## config.mk

```make
export PLATFORM = sky130hd
export DESIGN_NAME = iobus_ctl_flat
export DESIGN_NICKNAME = d
export VERILOG_FILES = /design/src/rtl/iobus_pkg.sv /design/src/rtl/iobus_if.sv /design/src/rtl/iob_fifo.sv /design/src/rtl/iobus_ctl.sv /design/src/flat_wrapper.sv
export SDC_FILE = /design/constraint.sdc
export NUM_CORES = 1
export LEC_CHECK = 0
export ABC_AREA = 1
export CAP_MARGIN = 20
export CORE_MARGIN = 5
export CORE_UTILIZATION = 62
export CTS_BUF_LIST = sky130_fd_sc_hd__clkbuf_8
export DETAILED_ROUTE_END_ITERATION = 7
export PLACE_DENSITY = 0.91
export SYNTH_ARGS = -nofsm -noshare
export SYNTH_HDL_FRONTEND = slang
export SYNTH_SLANG_ARGS = --single-unit
```

## constraint.sdc

```tcl
create_clock -name clk -period 9.31 [get_ports clk]
set_input_delay 1.3965 -clock clk [delete_from_list [all_inputs] [get_ports clk]]
set_output_delay 1.3965 -clock clk [all_outputs]
set_load 0.005 [all_outputs]
```

## src/rtl/iobus_pkg.sv

```systemverilog
// Shared address map, CTRL/STATUS bit positions and FIFO entry sizing for the I/O bus slave.
package iobus_pkg;

  typedef logic [7:0] iob_addr_t;

  localparam iob_addr_t IOB_LEDS     = 8'h00;
  localparam iob_addr_t IOB_SWITCHES = 8'h04;
  localparam iob_addr_t IOB_VGAADDR  = 8'h08;
  localparam iob_addr_t IOB_VGADATA  = 8'h0C;
  localparam iob_addr_t IOB_SWEDGE   = 8'h10;
  localparam iob_addr_t IOB_STATUS   = 8'h14;
  localparam iob_addr_t IOB_CTRL     = 8'h18;

  localparam int CTRL_AUTOINC = 0;
  localparam int CTRL_IRQEN   = 1;

  localparam int STAT_EMPTY   = 0;
  localparam int STAT_FULL    = 1;
  localparam int STAT_CNT_LSB = 4;
  localparam int STAT_SWEDGE  = 12;

  // A VGA FIFO entry is {address, 32-bit data}.
  function automatic int iob_fifo_width(input int rectbits);
    return rectbits + 1 + 32;
  endfunction

endpackage

```

## src/rtl/iobus_if.sv

```systemverilog
// CPU stage-3/stage-4 I/O bus: strobes, address and write data in; read data and stall out.
interface iobus_if;
  import iobus_pkg::*;

  logic        rdstrobe_3a;
  logic        wrstrobe_3a;
  iob_addr_t   address_3a;
  logic [31:0] wrdata_3a;
  logic [31:0] rddata_4a;
  logic        stall_3a;

  modport master (
    output rdstrobe_3a, wrstrobe_3a, address_3a, wrdata_3a,
    input  rddata_4a, stall_3a
  );

  modport slave (
    input  rdstrobe_3a, wrstrobe_3a, address_3a, wrdata_3a,
    output rddata_4a, stall_3a
  );

endinterface

```

## src/rtl/iob_fifo.sv

```systemverilog
// Synchronous FIFO of 2^LOG entries; head is combinational, push ignored when full, pop ignored when empty.
module iob_fifo #(
  parameter int WIDTH = 8,
  parameter int LOG   = 2
) (
  input  logic             clk,
  input  logic             rst_b,
  input  logic             push_i,
  input  logic [WIDTH-1:0] push_dat_i,
  input  logic             pop_i,
  output logic [WIDTH-1:0] pop_dat_o,
  output logic             full_o,
  output logic             empty_o,
  output logic [LOG:0]     count_o
);

  localparam int DEPTH = 1 << LOG;

  logic [WIDTH-1:0] mem_q [DEPTH];
  logic [LOG-1:0]   wptr_q, rptr_q;
  logic [LOG:0]     cnt_q;
  logic             do_push, do_pop;

  assign full_o    = (cnt_q == (LOG+1)'(DEPTH));
  assign empty_o   = (cnt_q == '0);
  assign count_o   = cnt_q;
  assign do_push   = push_i && !full_o;
  assign do_pop    = pop_i && !empty_o;
  assign pop_dat_o = mem_q[rptr_q];

  // Storage carries no reset; an empty FIFO never exposes stale entries.
  always_ff @(posedge clk) begin
    if (do_push) mem_q[wptr_q] <= push_dat_i;
  end

  always_ff @(posedge clk or negedge rst_b) begin
    if (!rst_b) begin
      wptr_q <= '0;
      rptr_q <= '0;
      cnt_q  <= '0;
    end else begin
      if (do_push) wptr_q <= wptr_q + 1'b1;
      if (do_pop)  rptr_q <= rptr_q + 1'b1;
      cnt_q <= cnt_q + (LOG+1)'(do_push) - (LOG+1)'(do_pop);
    end
  end

endmodule

```

## src/rtl/iobus_ctl.sv

```systemverilog
// I/O bus slave: LEDs, debounced switches with edge capture/irq, posted VGA writes.
// Reads return one cycle later; VGADATA writes stall combinationally while the FIFO is full.
module iobus_ctl
  import iobus_pkg::*;
#(
  parameter int NLEDS    = 8,
  parameter int NSW      = 8,
  parameter int RECTBITS = 6,
  parameter int FIFOLOG  = 2,
  parameter int DBBITS   = 16
) (
  input  logic                clk,
  input  logic                rst_b,
  iobus_if.slave              bus,
  output logic [NLEDS-1:0]    leds,
  input  logic [NSW-1:0]      switches,
  output logic                irq,
  output logic [RECTBITS:0]   vg__addr,
  output logic [31:0]         vg__data,
  output logic                vg__write,
  input  logic                vg__ready
);

  localparam int AW = RECTBITS + 1;
  localparam int EW = iob_fifo_width(RECTBITS);

  logic [NLEDS-1:0]  leds_q, leds_d;
  logic [AW-1:0]     vgaaddr_q, vgaaddr_d;
  logic [1:0]        ctrl_q, ctrl_d;
  logic [NSW-1:0]    swedge_q, swedge_d;
  logic [NSW-1:0]    sync1_q, sync2_q, samp_q, samp_d, db_q, db_d;
  logic [DBBITS-1:0] presc_q;
  logic [31:0]       rddata_q, rddata_d;

  logic              wr_vga, fifo_push, fifo_pop, fifo_full, fifo_empty;
  logic [FIFOLOG:0]  fifo_cnt;
  logic [EW-1:0]     fifo_head;
  logic              tick;
  logic [NSW-1:0]    db_chg, sw_clr;
  logic [31:0]       status;

  assign wr_vga       = bus.wrstrobe_3a && (bus.address_3a == IOB_VGADATA);
  assign bus.stall_3a = wr_vga && fifo_full;
  assign fifo_push    = wr_vga && !fifo_full;
  assign fifo_pop     = !fifo_empty && vg__ready;

  iob_fifo #(
    .WIDTH (EW),
    .LOG   (FIFOLOG)
  ) u_fifo (
    .clk        (clk),
    .rst_b      (rst_b),
    .push_i     (fifo_push),
    .push_dat_i ({vgaaddr_q, bus.wrdata_3a}),
    .pop_i      (fifo_pop),
    .pop_dat_o  (fifo_head),
    .full_o     (fifo_full),
    .empty_o    (fifo_empty),
    .count_o    (fifo_cnt)
  );

  assign vg__write            = !fifo_empty;
  assign {vg__addr, vg__data} = fifo_empty ? '0 : fifo_head;

  // A bit only moves when two consecutive tick samples agree and differ from it.
  assign tick   = &presc_q;
  assign db_chg = tick ? (~(sync2_q ^ samp_q) & (sync2_q ^ db_q)) : '0;
  assign db_d   = db_q ^ db_chg;
  assign samp_d = tick ? sync2_q : samp_q;

  // Clear only what this read returns; a coincident edge survives.
  assign sw_clr   = (bus.rdstrobe_3a && (bus.address_3a == IOB_SWEDGE)) ? swedge_q : '0;
  assign swedge_d = (swedge_q & ~sw_clr) | db_chg;

  assign leds          = leds_q;
  assign irq           = ctrl_q[CTRL_IRQEN] && (|swedge_q);
  assign bus.rddata_4a = rddata_q;

  always_comb begin
    leds_d    = leds_q;
    vgaaddr_d = vgaaddr_q;
    ctrl_d    = ctrl_q;
    if (bus.wrstrobe_3a) begin
      case (bus.address_3a)
        IOB_LEDS:    leds_d    = bus.wrdata_3a[NLEDS-1:0];
        IOB_VGAADDR: vgaaddr_d = bus.wrdata_3a[AW-1:0];
        IOB_CTRL:    ctrl_d    = bus.wrdata_3a[1:0];
        default:     ;
      endcase
    end
    if (fifo_push && ctrl_q[CTRL_AUTOINC]) vgaaddr_d = vgaaddr_q + 1'b1;
  end

  always_comb begin
    status                         = '0;
    status[STAT_EMPTY]             = fifo_empty;
    status[STAT_FULL]              = fifo_full;
    status[STAT_CNT_LSB +: 5]      = 5'(fifo_cnt);
    status[STAT_SWEDGE]            = |swedge_q;
  end

  always_comb begin
    rddata_d = '0;
    case (bus.address_3a)
      IOB_LEDS:     rddata_d = 32'(leds_q);
      IOB_SWITCHES: rddata_d = 32'(db_q);
      IOB_VGAADDR:  rddata_d = 32'(vgaaddr_q);
      IOB_SWEDGE:   rddata_d = 32'(swedge_q);
      IOB_STATUS:   rddata_d = status;
      IOB_CTRL:     rddata_d = 32'(ctrl_q);
      default:      ;
    endcase
  end

  always_ff @(posedge clk or negedge rst_b) begin
    if (!rst_b) begin
      leds_q    <= '0;
      vgaaddr_q <= '0;
      ctrl_q    <= '0;
      swedge_q  <= '0;
      sync1_q   <= '0;
      sync2_q   <= '0;
      samp_q    <= '0;
      db_q      <= '0;
      presc_q   <= '0;
      rddata_q  <= '0;
    end else begin
      leds_q    <= leds_d;
      vgaaddr_q <= vgaaddr_d;
      ctrl_q    <= ctrl_d;
      swedge_q  <= swedge_d;
      sync1_q   <= switches;
      sync2_q   <= sync1_q;
      samp_q    <= samp_d;
      db_q      <= db_d;
      presc_q   <= presc_q + 1'b1;
      rddata_q  <= rddata_d;
    end
  end

endmodule
```

## src/flat_wrapper.sv

```systemverilog
// flat-port wrapper written by rule: the top's interface ports become plain ports
module iobus_ctl_flat import iobus_pkg::*;
#(
  parameter int NLEDS    = 8,
  parameter int NSW      = 8,
  parameter int RECTBITS = 6,
  parameter int FIFOLOG  = 2,
  parameter int DBBITS   = 16
)
  (clk, rst_b, leds, switches, irq, vg__addr, vg__data, vg__write, vg__ready, bus_rdstrobe_3a, bus_wrstrobe_3a, bus_address_3a, bus_wrdata_3a, bus_rddata_4a, bus_stall_3a);
  iobus_if bus_i ();
  input  logic clk;
  input  logic rst_b;
  output logic [NLEDS-1:0] leds;
  input  logic [NSW-1:0] switches;
  output logic irq;
  output logic [RECTBITS:0] vg__addr;
  output logic [31:0] vg__data;
  output logic vg__write;
  input  logic vg__ready;
  input wire logic [$bits(bus_i.rdstrobe_3a)-1:0] bus_rdstrobe_3a;
  input wire logic [$bits(bus_i.wrstrobe_3a)-1:0] bus_wrstrobe_3a;
  input wire logic [$bits(bus_i.address_3a)-1:0] bus_address_3a;
  input wire logic [$bits(bus_i.wrdata_3a)-1:0] bus_wrdata_3a;
  output wire logic [$bits(bus_i.rddata_4a)-1:0] bus_rddata_4a;
  output wire logic [$bits(bus_i.stall_3a)-1:0] bus_stall_3a;
  assign bus_i.rdstrobe_3a = bus_rdstrobe_3a;
  assign bus_i.wrstrobe_3a = bus_wrstrobe_3a;
  assign bus_i.address_3a = bus_address_3a;
  assign bus_i.wrdata_3a = bus_wrdata_3a;
  assign bus_rddata_4a = bus_i.rddata_4a;
  assign bus_stall_3a = bus_i.stall_3a;
  iobus_ctl #(.NLEDS(NLEDS), .NSW(NSW), .RECTBITS(RECTBITS), .FIFOLOG(FIFOLOG), .DBBITS(DBBITS)) u_core (.clk(clk), .rst_b(rst_b), .bus(bus_i), .leds(leds), .switches(switches), .irq(irq), .vg__addr(vg__addr), .vg__data(vg__data), .vg__write(vg__write), .vg__ready(vg__ready));
endmodule
```

Word level (Yosys, flattened, before mapping)
Memories as Yosys holds them, arrays and structs flattened.
Index checks and enable logic that the tools add are counted.
Widths: inputs -> output; s select.

storage, ports and cells
  bits in registers = 93
  bits in writable memories = 156
  input bits = 53
  word-level logic and storage cells = 64
  memories kept = 1

operators by class
  add/subtract/negate cells = 6
  eq/ne operators = 7
  multiplexer cells = 9
  bitwise gates (word level) = 8
  reductions and logical operators = 20

memories
  name                 depth  bits a word  rd ports  clocked after memory_dff  wr ports  line            text
  u_core.u_fifo.mem_q  4      39           1         0                         1         iob_fifo.sv:19  logic [WIDTH-1:0] mem_q [DEPTH];

operators with widths
  kind                   number
  $pmux 13 s6            1
  $mux 39                1
  $eq 8x5->1 const B     3
  $xor 8x8->8            3
  $mux 7                 3
  $add 16x1->16 const B  1
  $and 8x8->8            2
  $eq 8x4->1 const B     2
  $mux 8                 2
  $not 8->8              2
  $reduce_and 16->1      1
  $logic_and 1x1->1      9
  $eq 8x3->1 const B     1
  $logic_not 8->1        1
  $or 8x8->8             1
  $reduce_or 8->1        1
  $add 7x1->7 const B    1
  $reduce_and 2->1       3
  $add 2x1->2 const B    2
  $reduce_bool 2->1      2
  $add 3x1->3            1
  $eq 3x3->1 const B     1
  $logic_not 3->1        1
  $sub 3x1->3            1
  2 further kinds        4

Logic depth before layout (Yosys ltp)
Gate-level depths: netlist of run 1.

  word-level depth = 6
  mapped depth = 11
  mapped depth without buffers = 11

Modules after synthesis
Synthesis of run 1 repeated with hierarchy kept, for this count alone.

second synthesis, totals
  cell total of the unflattened synthesis = 1,105
  area, all modules = 10,766.6 um^2

by module, submodules not included
  module     instances  cells each  area an instance (um^2)  sequential area each (um^2)
  iob_fifo   1          552         6,527.5                  4,859.7
  iobus_ctl  1          553         4,239.1                  2,052.0

Least setup slack after synthesis of run 1
OpenSTA, ideal clock, no wires.

  path kind = input-to-reg
  start = in bus_address_3a[1]
  end = mem u_core.u_fifo.mem_q[0][0] (netlist bit), enable pin
  library setup time = 435 ps
  arrival = 3,718 ps
  data required time = 8,875 ps
  path slack = 5,156 ps
  stages = 5
  cells stage by stage = nor2_2 nand3_1 nor3_4 inv_1 nor2_1

between the ends
  longest elaborated chain between the ends = 6

ends and longest elaborated chain
  element                       line                text
  start: declaration            flat_wrapper.sv:23  input wire logic [$bits(bus_i.address_3a)-1:0] bus_address_3a;
  $eq 8x4->1                    iobus_ctl.sv:42     assign wr_vga = bus.wrstrobe_3a && (bus.address_3a == IOB_VGADATA);
  $logic_and 1x1->1             iobus_ctl.sv:42
  $logic_and 1x1->1             iobus_ctl.sv:44     assign fifo_push = wr_vga && !fifo_full;
  $logic_and 1x1->1             iob_fifo.sv:27      assign do_push = push_i && !full_o;
  $mux 1                        iob_fifo.sv:33      if (do_push) mem_q[wptr_q] <= push_dat_i;
  $mux 1 (implied by the code)  iob_fifo.sv:33
  end: declaration              iob_fifo.sv:19

Every way passes these cells.

Final worst setup path of run 1
  start = in bus_address_3a[2]
  end = out bus_stall_3a

between the ends
  longest elaborated chain between the ends = 3

ends and longest elaborated chain
  element            line                text
  $eq 8x4->1         iobus_ctl.sv:42
  $logic_and 1x1->1  iobus_ctl.sv:42
  $logic_and 1x1->1  iobus_ctl.sv:43     assign bus.stall_3a = wr_vga && fifo_full;
  end: declaration   flat_wrapper.sv:26  output wire logic [$bits(bus_i.stall_3a)-1:0] bus_stall_3a;

Every way passes these cells.

==> metrics.yaml, run 1 <==
drt:
  antenna_left: 0
  drc: 0
  firstDrtPassIters: 5
  viasPerCell: 5.56
  routedWlPerCell_um: 17.0
  num_vias: 7359
  wl_mm: 22.5
  drtIter0Drc: 648
floorplan:
  die_w_um: 139
  io_pins: 135
  core_area_mm2: 0.0165
  start_util: 0.626
  die_h_um: 139
  rows: 47
  dieArea_mm2: 0.0193
synth:
  synthXorXnorAreaFrac: 0.0136
  synth_top_area_frac: 0.454
  ys_top_cells_by_area: "edfxtp_1 (45%), dfrtp_1 (22%), nor2_1 (7.2%), o21ai_0 (5.2%), nand2_1 (5.0%)"
  yosys.area_share.adder: 0.0116
  synth_top_family_by_area: "simple AND/OR/NAND/NOR gates"
  synthCells: 950
  synthFlopType: "edfxtp_1"
  ys_seq_area_frac: 0.670
  yosys-top-cells-count: "nor2_1 (199), edfxtp_1 (156), nand2_1 (136)"
  synthDistinctLibCells: 38
  synth-async-reset-ratio: 0.363
  synthMuxAreaShare: 0.00874
  synthSimpleGateAreaFrac: 0.159
  synth_seq_cells: 245
  synth_most_common_cell: "nor2_1"
  syn_area_mm2: 0.0103
  avgSynthCellArea_um2: 10.9
  yosys.area.top_type: "edfxtp_1"
  synth_warnings: 0
  synth_compound_area_frac: 0.0831
  synth_edf_count: 156
timing:
  fmax_mhz: 228
  setup_tns_ns: 0
  hold_viol: 0
  grt_setup_unrepaired: "no"
  maxSlewHeadroom: 0.436
  drv_slew: 0
  final.setup_skew_ns: 0.0190
  tightest_slew_ns: 0.846
  holdWs_ns: 0.343
  fin_crit_ns: 4.39
  setup_violations: 0
  fin_crit_sh: 0.471
finish:
  syn2layout_area_growth_pct: 19.4
  nNetsFinal: 1139
  antenna_cells: 0
  final_util: 0.748
  drive_gt1_frac: 0.0915
clock_network:
  htreeDepth: 2
  cts_buffer_depth: 3
  post-cts-setup-buffers: 0
  clkTransAtPathRegs_ns: 0.05
  numCtsBuffers: 38
  cts_hold_buf: 0
  cts_root_buf: "clkbuf_8"
  clkSinkCount: 245
  cts_tree: "done"
  clk_latency_ns: 0.51
  ctsResizeCount: 0
power:
  leakage_uw: 0.00494
  ir_worst_vdd_uv: 158
  power.density_mw_per_mm2: 242
setup_path:
  crit_slowest_cell: "clkdlybuf4s50_1"
  worst-path-buf-inv: 3
  crit_path_end_kind: "primary output"
  crit_type: "input pin to primary output"
  crit_chain: "clkdlybuf4s50_1 -> nand2_1 -> inv_1 -> nand3_1 -> nor3_1 -> clkdlybuf4s50_1"
  critical_path.top_delay_family: "buffers and inverters"
  cpPeakStageDelay_ns: 0.57
  cp_max_fo: 5
  critPathMostFrequentCell: "clkdlybuf4s50_1"
  cp-start-kind: "input pin"
  crit_arrival_ns: 2.99
  required_ns: 7.91
place:
  hpwlAfterDp_mm: 14.0
  routabilityCongestion: 0.855
  numPortBuffers: 111
hold_path:
  hp-class: "register to register"
run:
  cap_viol_max_count: 0
global_route:
  grt_pass1_wl_mm: 36.2
  track_usage: 0.230
  grt.overflow.total: 0
  first_global_vias: 7395
  grt_start_max_net_pins: 80
  antenna_found_initial: 0
outcome:
  status: "finished clean"
[worst reg2reg max path: cells and delay by family, from the launching register on]
family | cells | cell delay [ns]
buffers and inverters | 4 | 0.47
flip-flops | 1 | 0.47
adder cells (fa/ha/maj) | 3 | 0.86
AND/OR/NAND/NOR | 3 | 0.53
XOR/XNOR | 1 | 0.18
[cell usage in the layout (no fill, tap or decap), types with 7 or more instances in the layout]
| cell type | Yosys | routed |
|---|---|---|
| a21oi_1 | 41 | 41 |
| buf_4 | 23 | 10 |
| clkbuf_8 | 0 | 46 |
| clkdlybuf4s50_1 | 0 | 110 |
| conb_1 | 1 | 23 |
| dfrtp_1 | 89 | 88 |
| edfxtp_1 | 156 | 156 |
| ha_1 | 8 | 8 |
| inv_1 | 58 | 73 |
| mux2_2 | 8 | 8 |
| nand2_1 | 136 | 136 |
| nand3_1 | 32 | 32 |
| nor2_1 | 199 | 195 |
| nor2_4 | 4 | 8 |
| o21ai_0 | 107 | 107 |
| xnor2_1 | 7 | 7 |
| xor2_1 | 9 | 9 |
[layer usage]
layer  global-route usage  routed length (um)
met4               0.0778                 505
met2                0.400               11300
met3               0.0462                1750
met1                0.291                8940
met5                    0                   0
[area by class of cell]
| class | instances | area [um2] |
|---|---|---|
| clock inverters | 21 | 109 |
| flip-flops and latches | 245 | 6910 |
| fillers | 1032 | 4150 |
| repair buffers | 121 | 1200 |
| multi-input cells | 611 | 2960 |
| clock buffers | 46 | 633 |
| well taps | 220 | 275 |
| inverters | 60 | 225 |
[per-stage QoR]
| step | cells | area [um2] | power, uW | setup slack (ns) |
|---|---|---|---|---|
| 4_1_cts | 1323 | 12300 | 2990 | 4.92 |
| 2_1_floorplan | 972 | 10400 | 1690 | 5.16 |
| 3_5_place_dp | 1256 | 11500 | 2120 | 4.93 |
| 3_3_place_gp | 1256 | 11500 | 2090 | 4.99 |
| 6_report | 1324 | 12300 | 2980 | 4.92 |
| 5_1_grt | 1324 | 12300 | 3150 | 4.79 |
[cell families after synthesis]
| family | count (synthesis) |
|---|---|
| buffers and inverters | 116 |
| multiplexers | 8 |
| other | 1 |
| XOR/XNOR | 16 |
| flip-flops | 245 |
| AO/OA/AOI/OAI | 162 |
| adder cells (fa/ha/maj) | 9 |
| AND/OR/NAND/NOR | 393 |
[report_power, final]
part	switching, uW	internal, uW	total, uW	leakage [uW]
clock network	388	473	861	0.000440
logic	491	420	911	0.00196
registers	27.3	1190	1210	0.00254
total	906	2080	2980	0.00494
[final timing paths]
kind / start / to / slack (ns) / cells past startpoint
worst max-delay path: bus_address_3a[2] / bus_stall_3a / 4.92 / 6
worst min-delay path: u_core.sync1_q[2] / u_core.sync2_q[2] / 0.34 / 0
worst max register to register: u_core.u_fifo.count_o[1] / u_core.u_fifo.count_o[2] / 6.71 / 11
worst min register to register: u_core.sync1_q[2] / u_core.sync2_q[2] / 0.34 / 0
max in group asynchronous: rst_b / u_core.u_fifo.rptr_q[0] / 7.39 / 2
min in group asynchronous: rst_b / u_core.bus.rddata_4a[2] / 0.77 / 1
[flip-flops by register name, summed over array words and instances, names as in the netlist, 3 cells and up]
| signal | count |
|---|---|
| u_core.leds | 8 |
| u_core.vgaaddr_q | 7 |
| u_core.presc_q | 16 |
| u_core.samp_q | 8 |
| u_core.swedge_q | 8 |
| u_core.bus.rddata_4a | 9 |
| u_core.sync1_q | 8 |
| u_core.u_fifo.count_o | 3 |
| u_core.db_q | 8 |
| u_core.u_fifo.mem_q | 156 |
| u_core.sync2_q | 8 |
Power figures use the tool's default switching activity.
==> inputs of run 2 (changes only) <==
- CORE_UTILIZATION: 62 -> 57
- PLACE_DENSITY: 0.91 -> 0.85
- clock period: 9.31 -> 4.5 ns (I/O delays scaled with it)
==> run 2 against run 1 <==
Register-to-register slack worse by 4.7 ns. Sequential share of layout area up 0.19 points. Via count decreased by 2.6%. Largest cell class unchanged. Combinational power increased by 100%. Non-clock buffer count increased by 1. Clock power grew 94%. Sequential power rose by 110%. First-iteration DRC count shrank 14%.
==> metrics.yaml, run 2 (same netlist as run 1, synthesis figures left out) <==
setup_path:
  worst-path-buf-inv: 3  # unchanged
  crit_chain: "inv_2 -> buf_4 -> o21ai_0 -> a21oi_1 -> clkdlybuf4s50_1"  # was clkdlybuf4s50_1 -> nand2_1 -> inv_1 -> nand3_1 -> nor3_1 -> clkdlybuf4s50_1
  r2r_cells: 11  # unchanged
  rrSetupSlack_ns: 2.02  # was 6.71 ns
  required_ns: 3.83  # was 7.91 ns
  crit_type: "register to primary output"  # was input pin to primary output
  crit_path_end_kind: "primary output"  # unchanged
  cpPeakStageDelay_ns: 0.62  # was 0.57 ns
  crit_arrival_ns: 2.85  # was 2.99 ns
  r2r_end: "u_core.u_fifo.count_o[2]"  # unchanged
  cp_max_fo: 58  # was 5
  cp-start-kind: "register"  # was input pin
  reg2reg_from: "u_core.u_fifo.count_o[1]"  # unchanged
  critical_path.top_delay_family: "buffers and inverters"  # unchanged
  crit_slowest_cell: "inv_2"  # was clkdlybuf4s50_1
floorplan:
  core_area_mm2: 0.0179  # was 0.0165 mm2
  dieArea_mm2: 0.0209  # was 0.0193 mm2
  start_util: 0.576  # was 0.626
  die_w_um: 145  # was 139 um
  io_pins: 135  # unchanged
  die_h_um: 145  # was 139 um
  rows: 49  # was 47
drt:
  firstDrtPassIters: 5  # unchanged
  num_vias: 7166  # was 7,359
  drtIter0Drc: 555  # was 648
  wl_mm: 22.3  # was 22.5 mm
  drc: 0  # unchanged
  viasPerCell: 5.38  # was 5.56
  antenna_left: 0  # unchanged
  routedWlPerCell_um: 16.7  # was 17.0 um
timing:
  setup_violations: 0  # unchanged
  setup_tns_ns: 0  # unchanged
  drv_slew: 0  # unchanged
  fin_crit_ns: 3.52
  maxSlewHeadroom: 0.373  # was 0.436
  final.setup.worst_slack_ns: 0.977  # was 4.92 ns
  final.setup_skew_ns: 0.0248  # was 0.0190 ns
  hold_viol: 0  # unchanged
  grt_setup_unrepaired: "no"  # unchanged
  fin_crit_sh: 0.783
  fmax_mhz: 284
  tightest_slew_ns: 0.939  # was 0.846 ns
finish:
  antenna_cells: 0  # unchanged
  final_common_cell: "nor2_1"  # unchanged
  layout_common_cells: "nor2_1 (195), edfxtp_1 (156), nand2_1 (136)"  # unchanged
  syn2layout_area_growth_pct: 19.0  # was 19.4%
  drive_gt1_frac: 0.0888  # was 0.0915
  fillers: 1328  # was 1,032
  final_util: 0.685  # was 0.748
  largest_register_ffs: 156  # unchanged
  nNetsFinal: 1139  # unchanged
  regMostFlops: "u_core.u_fifo.mem_q"  # unchanged
clock_network:
  cts_root_buf: "clkbuf_8"  # unchanged
  numCtsBuffers: 37  # was 38
  htreeDepth: 2  # unchanged
  clkSinkCount: 245  # unchanged
  cts_hold_buf: 0  # unchanged
  clk_latency_ns: 0.53  # was 0.51 ns
  cts_buffer_depth: 3  # unchanged
  ctsResizeCount: 0  # unchanged
  clkTransAtPathRegs_ns: 0.06  # was 0.05 ns
  cts_tree: "done"  # unchanged
  post-cts-setup-buffers: 0  # unchanged
global_route:
  grt_pass1_wl_mm: 35.5  # was 36.2 mm
  first_global_vias: 7040  # was 7,395
  grt_start_max_net_pins: 90  # was 80
  antenna_found_initial: 0  # unchanged
  grt.overflow.total: 0  # unchanged
  track_usage: 0.217  # was 0.230
power:
  power.density_mw_per_mm2: 491  # was 242 mW/mm2
  leakage_uw: 0.00492  # was 0.00494 uW
  power_uw: 6020  # was 2980 uW
  ir_worst_vdd_uv: 341  # was 158 uV
place:
  routabilityCongestion: 0.844  # was 0.855
  post-place-ws_ns: 1.14  # was 4.93 ns
  numPortBuffers: 111  # unchanged
  hpwlAfterDp_mm: 14.1  # was 14.0 mm
outcome:
  status: "finished clean"  # unchanged
hold_path:
  hp-class: "input pin to async pin"  # was register to register
run:
  cap_viol_max_count: 0  # unchanged
-- run 2: changes by cell type in the layout (fill, tap and decap cells not counted) --
cell,previous run,this run
buf_4,10,11
inv_1,73,77
clkbuf_8,46,39
buf_16,0,1
clkinv_2,3,4
clkinv_1,2,0
buf_12,1,0
clkinvlp_4,0,2
-- run 2: report_power, final --
part           switching [uW]  internal, uW
clock network             809           860
registers                52.4          2450
logic                     986           863
total                    1850          4170
-- run 2: cell type report --
class / count / area (um2) / share of cell area
well taps: 229 / 287 / 0.0234
inverters: 60 / 225 / 0.0184
multi-input cells: 611 / 2960 / 0.241
flip-flops and latches: 245 / 6910 / 0.563
clock buffers: 39 / 537 / 0.0437
repair buffers: 122 / 1210 / 0.0987
clock inverters: 26 / 136 / 0.0111
-- run 2: how the worst max path moves through the flow --
stage / start / endpoint / cells after the start
after floorplan: bus_address_3a[5] / u_core.u_fifo.mem_q[0][0] / 5
after global placement: bus_wrstrobe_3a / u_core.u_fifo.count_o[2] / 12
after detailed placement: bus_address_3a[2] / u_core.u_fifo.count_o[2] / 12
after CTS: u_core.u_fifo.rptr_q[0] / vg__addr[5] / 5
after global routing: u_core.u_fifo.rptr_q[0] / vg__addr[5] / 5
final: u_core.u_fifo.rptr_q[0] / vg__addr[5] / 5
-- run 2: worst register-to-register path, delay by kind of cell (launching register included) --
| family | cells | cell delay, ns |
|---|---|---|
| xor gates and xnor gates | 1 | 0.17 |
| adders and majority gates | 3 | 0.84 |
| buffers and inverters | 4 | 0.44 |
| DFF | 1 | 0.45 |
| and+or+nand+nor | 3 | 0.47 |
-- run 2: per-stage QoR --
step | instance area, um2 | hold WS, ns | cells
6_report | 12300 | 0.0911 | 1332
2_1_floorplan | 10400 | 0.331 | 972
4_1_cts | 12200 | 0.343 | 1331
3_3_place_gp | 11600 | 0.331 | 1266
3_5_place_dp | 11600 | 0.335 | 1266
5_1_grt | 12300 | 0.102 | 1332
-- run 2: per-layer routing --
layer	part of all wire	global-route usage	wire, um
met4	0.020	0.0594	450
met3	0.086	0.0503	1920
met1	0.39	0.275	8780
met5	0	0	0
met2	0.50	0.377	11200
==> inputs of run 3 (changes only) <==
- clock period: 4.5 -> 3.6 ns (I/O delays scaled with it)
==> run 3 against run 2 <==
Via count increased by 0.18%. Power increased by 27%. Clock skew decreased by 0.0076 ns. Register-to-register slack got worse by 0.76 ns. Setup slack got worse by 0.70 ns. First-iteration DRC count decreased by 2.7%. Combinational power increased by 25%. Critical path depth increased by 1.
==> metrics.yaml, run 3 (same netlist as run 1, synthesis figures left out) <==
outcome:
  status: "finished clean"  # unchanged
setup_path:
  cp_max_fo: 21  # was 58
  reg2reg_from: "u_core.u_fifo.count_o[1]"  # unchanged
  rrSetupSlack_ns: 1.26  # was 2.02 ns
  crit_chain: "nor2_1 -> nand2_1 -> inv_1 -> buf_4 -> a21oi_1 -> clkdlybuf4s50_1"  # was inv_2 -> buf_4 -> o21ai_0 -> a21oi_1 -> clkdlybuf4s50_1
  cp-start-kind: "register"  # unchanged
  critical_path.top_delay_family: "buffers and inverters"  # unchanged
  r2r_end: "u_core.u_fifo.count_o[2]"  # unchanged
  cp.depth: 6  # was 5
  crit_type: "register to primary output"  # unchanged
  required_ns: 3.06  # was 3.83 ns
  worst-path-buf-inv: 3  # unchanged
  crit_path_end_kind: "primary output"  # unchanged
  cpPeakStageDelay_ns: 0.64  # was 0.62 ns
  r2r_cells: 11  # unchanged
  crit_arrival_ns: 2.78  # was 2.85 ns
  crit_slowest_cell: "inv_1"  # was inv_2
finish:
  final_common_cell: "nor2_1"  # unchanged
  drive_gt1_frac: 0.0965  # was 0.0888
  largest_register_ffs: 156  # unchanged
  final_cell_area_mm2: 0.0124  # was 0.0123 mm2
  nNetsFinal: 1143  # was 1,139
  antenna_cells: 0  # unchanged
  syn2layout_area_growth_pct: 20.0  # was 19.0%
  regMostFlops: "u_core.u_fifo.mem_q"  # unchanged
  layout_common_cells: "nor2_1 (195), edfxtp_1 (156), nand2_1 (136)"  # unchanged
  final_util: 0.691  # was 0.685
power:
  p_clk_frac: 0.284  # was 0.277
  pwr-share-seq: 0.412  # was 0.416
  power_uw: 7630  # was 6020 uW
  leakage_uw: 0.00495  # was 0.00492 uW
  power.density_mw_per_mm2: 617  # was 491 mW/mm2
  share_comb_of_total_power: 0.304  # was 0.307
  internal_power_uw: 5300  # was 4170 uW
  switching_power_uw: 2330  # was 1850 uW
  ir_worst_vdd_uv: 441  # was 341 uV
  p_sw_frac: 0.305  # was 0.307
floorplan:
  die_w_um: 145  # unchanged
  io_pins: 135  # unchanged
  start_util: 0.576  # unchanged
  die_h_um: 145  # unchanged
  core_area_mm2: 0.0179  # unchanged
  rows: 49  # unchanged
  dieArea_mm2: 0.0209  # unchanged
timing:
  maxSlewHeadroom: 0.417  # was 0.373
  drv_slew: 0  # unchanged
  setup_violations: 0  # unchanged
  hold_viol: 0  # unchanged
  fin_crit_sh: 0.922
  fmax_mhz: 301
  final.setup.worst_slack_ns: 0.280  # was 0.977 ns
  setup_tns_ns: 0  # unchanged
  fin_crit_ns: 3.32
  grt_setup_unrepaired: "no"  # unchanged
  final.setup_skew_ns: 0.0171  # was 0.0248 ns
  tightest_slew_ns: 0.874  # was 0.939 ns
hold_path:
  hp-class: "input pin to async pin"  # unchanged
clock_network:
  numCtsBuffers: 38  # was 37
  htreeDepth: 2  # unchanged
  cts_tree: "done"  # unchanged
  cts_hold_buf: 0  # unchanged
  clkTransAtPathRegs_ns: 0.07  # was 0.06 ns
  clkSinkCount: 245  # unchanged
  ctsResizeCount: 0  # unchanged
  cts_buffer_depth: 3  # unchanged
  clk_latency_ns: 0.52  # was 0.53 ns
  cts_root_buf: "clkbuf_8"  # unchanged
  post-cts-setup-buffers: 0  # unchanged
run:
  cap_viol_max_count: 0  # unchanged
place:
  routabilityCongestion: 0.853  # was 0.844
  placed_area_mm2: 0.0116  # about the same
  numPortBuffers: 111  # unchanged
  hpwlAfterDp_mm: 14.5  # was 14.1 mm
  post-place-ws_ns: 0.527  # was 1.14 ns
drt:
  drtIter0Drc: 540  # was 555
  drc: 0  # unchanged
  antenna_left: 0  # unchanged
  routedWlPerCell_um: 16.8  # was 16.7 um
  wl_mm: 22.5  # was 22.3 mm
  num_vias: 7179  # was 7,166
  firstDrtPassIters: 5  # unchanged
  viasPerCell: 5.37  # was 5.38
global_route:
  first_global_vias: 7099  # was 7,040
  grt.overflow.total: 0  # unchanged
  grt_pass1_wl_mm: 35.7  # was 35.5 mm
  antenna_found_initial: 0  # unchanged
  track_usage: 0.218  # was 0.217
  grt_start_max_net_pins: 72  # was 90
run 3: cell types whose count changed in the layout (fill, tap and decap cells not counted), sizes merged:
cell / change
buf: +3
clkbuf: +3
clkinv: +5
inv: -5
run 3: worst reg2reg max path, stage by stage (launching register included):
cell	delay, ns
dfrtp_1	0.47
inv_1	0.07
nand2_1	0.08
nor2_1	0.07
nor3_4	0.34
inv_1	0.12
ha_1	0.31
inv_1	0.06
ha_1	0.13
inv_1	0.05
fa_1	0.37
xor2_1	0.17
run 3: worst max path at each step:
stage / startpoint / end / slack (ns)
floorplan: bus_address_3a[5] / u_core.u_fifo.mem_q[0][0] / 0.30
global placement: bus_wrstrobe_3a / u_core.u_fifo.count_o[2] / 0.62
detailed placement: bus_wrstrobe_3a / u_core.u_fifo.count_o[2] / 0.53
CTS: u_core.u_fifo.count_o[1] / vg__data[24] / 0.25
global route: u_core.u_fifo.count_o[1] / vg__data[17] / 0.05
finish: u_core.u_fifo.count_o[1] / vg__data[24] / 0.28
run 3: layout make-up:
type                    count  area (um2)
multi-input cells         611        2960
repair buffers            125        1260
clock buffers              42         578
inverters                  60         225
flip-flops and latches    245        6910
clock inverters            26         144
well taps                 229         287
fillers                  1271        5530
run 3: stage by stage:
step | hold slack (ns) | cells
2_1_floorplan | 0.244 | 972
3_3_place_gp | 0.333 | 1270
3_5_place_dp | 0.335 | 1270
4_1_cts | 0.146 | 1338
5_1_grt | 0.205 | 1338
6_report | 0.137 | 1338
run 3: layer usage:
metal	global-route usage	wire, um
met1	0.286	8940
met2	0.371	11400
met3	0.0433	1650
met4	0.0677	503
met5	0	0
run 3: power by group through the flow:
stage | Combinational, uW | Sequential (uW) | Clock (uW)
after floorplan | 1210 | 3160 | 0
after global placement | 2260 | 3200 | 0
after detailed placement | 2320 | 3200 | 0
after CTS | 2340 | 3150 | 2210
after global routing | 2580 | 3160 | 2340
final | 2320 | 3150 | 2160
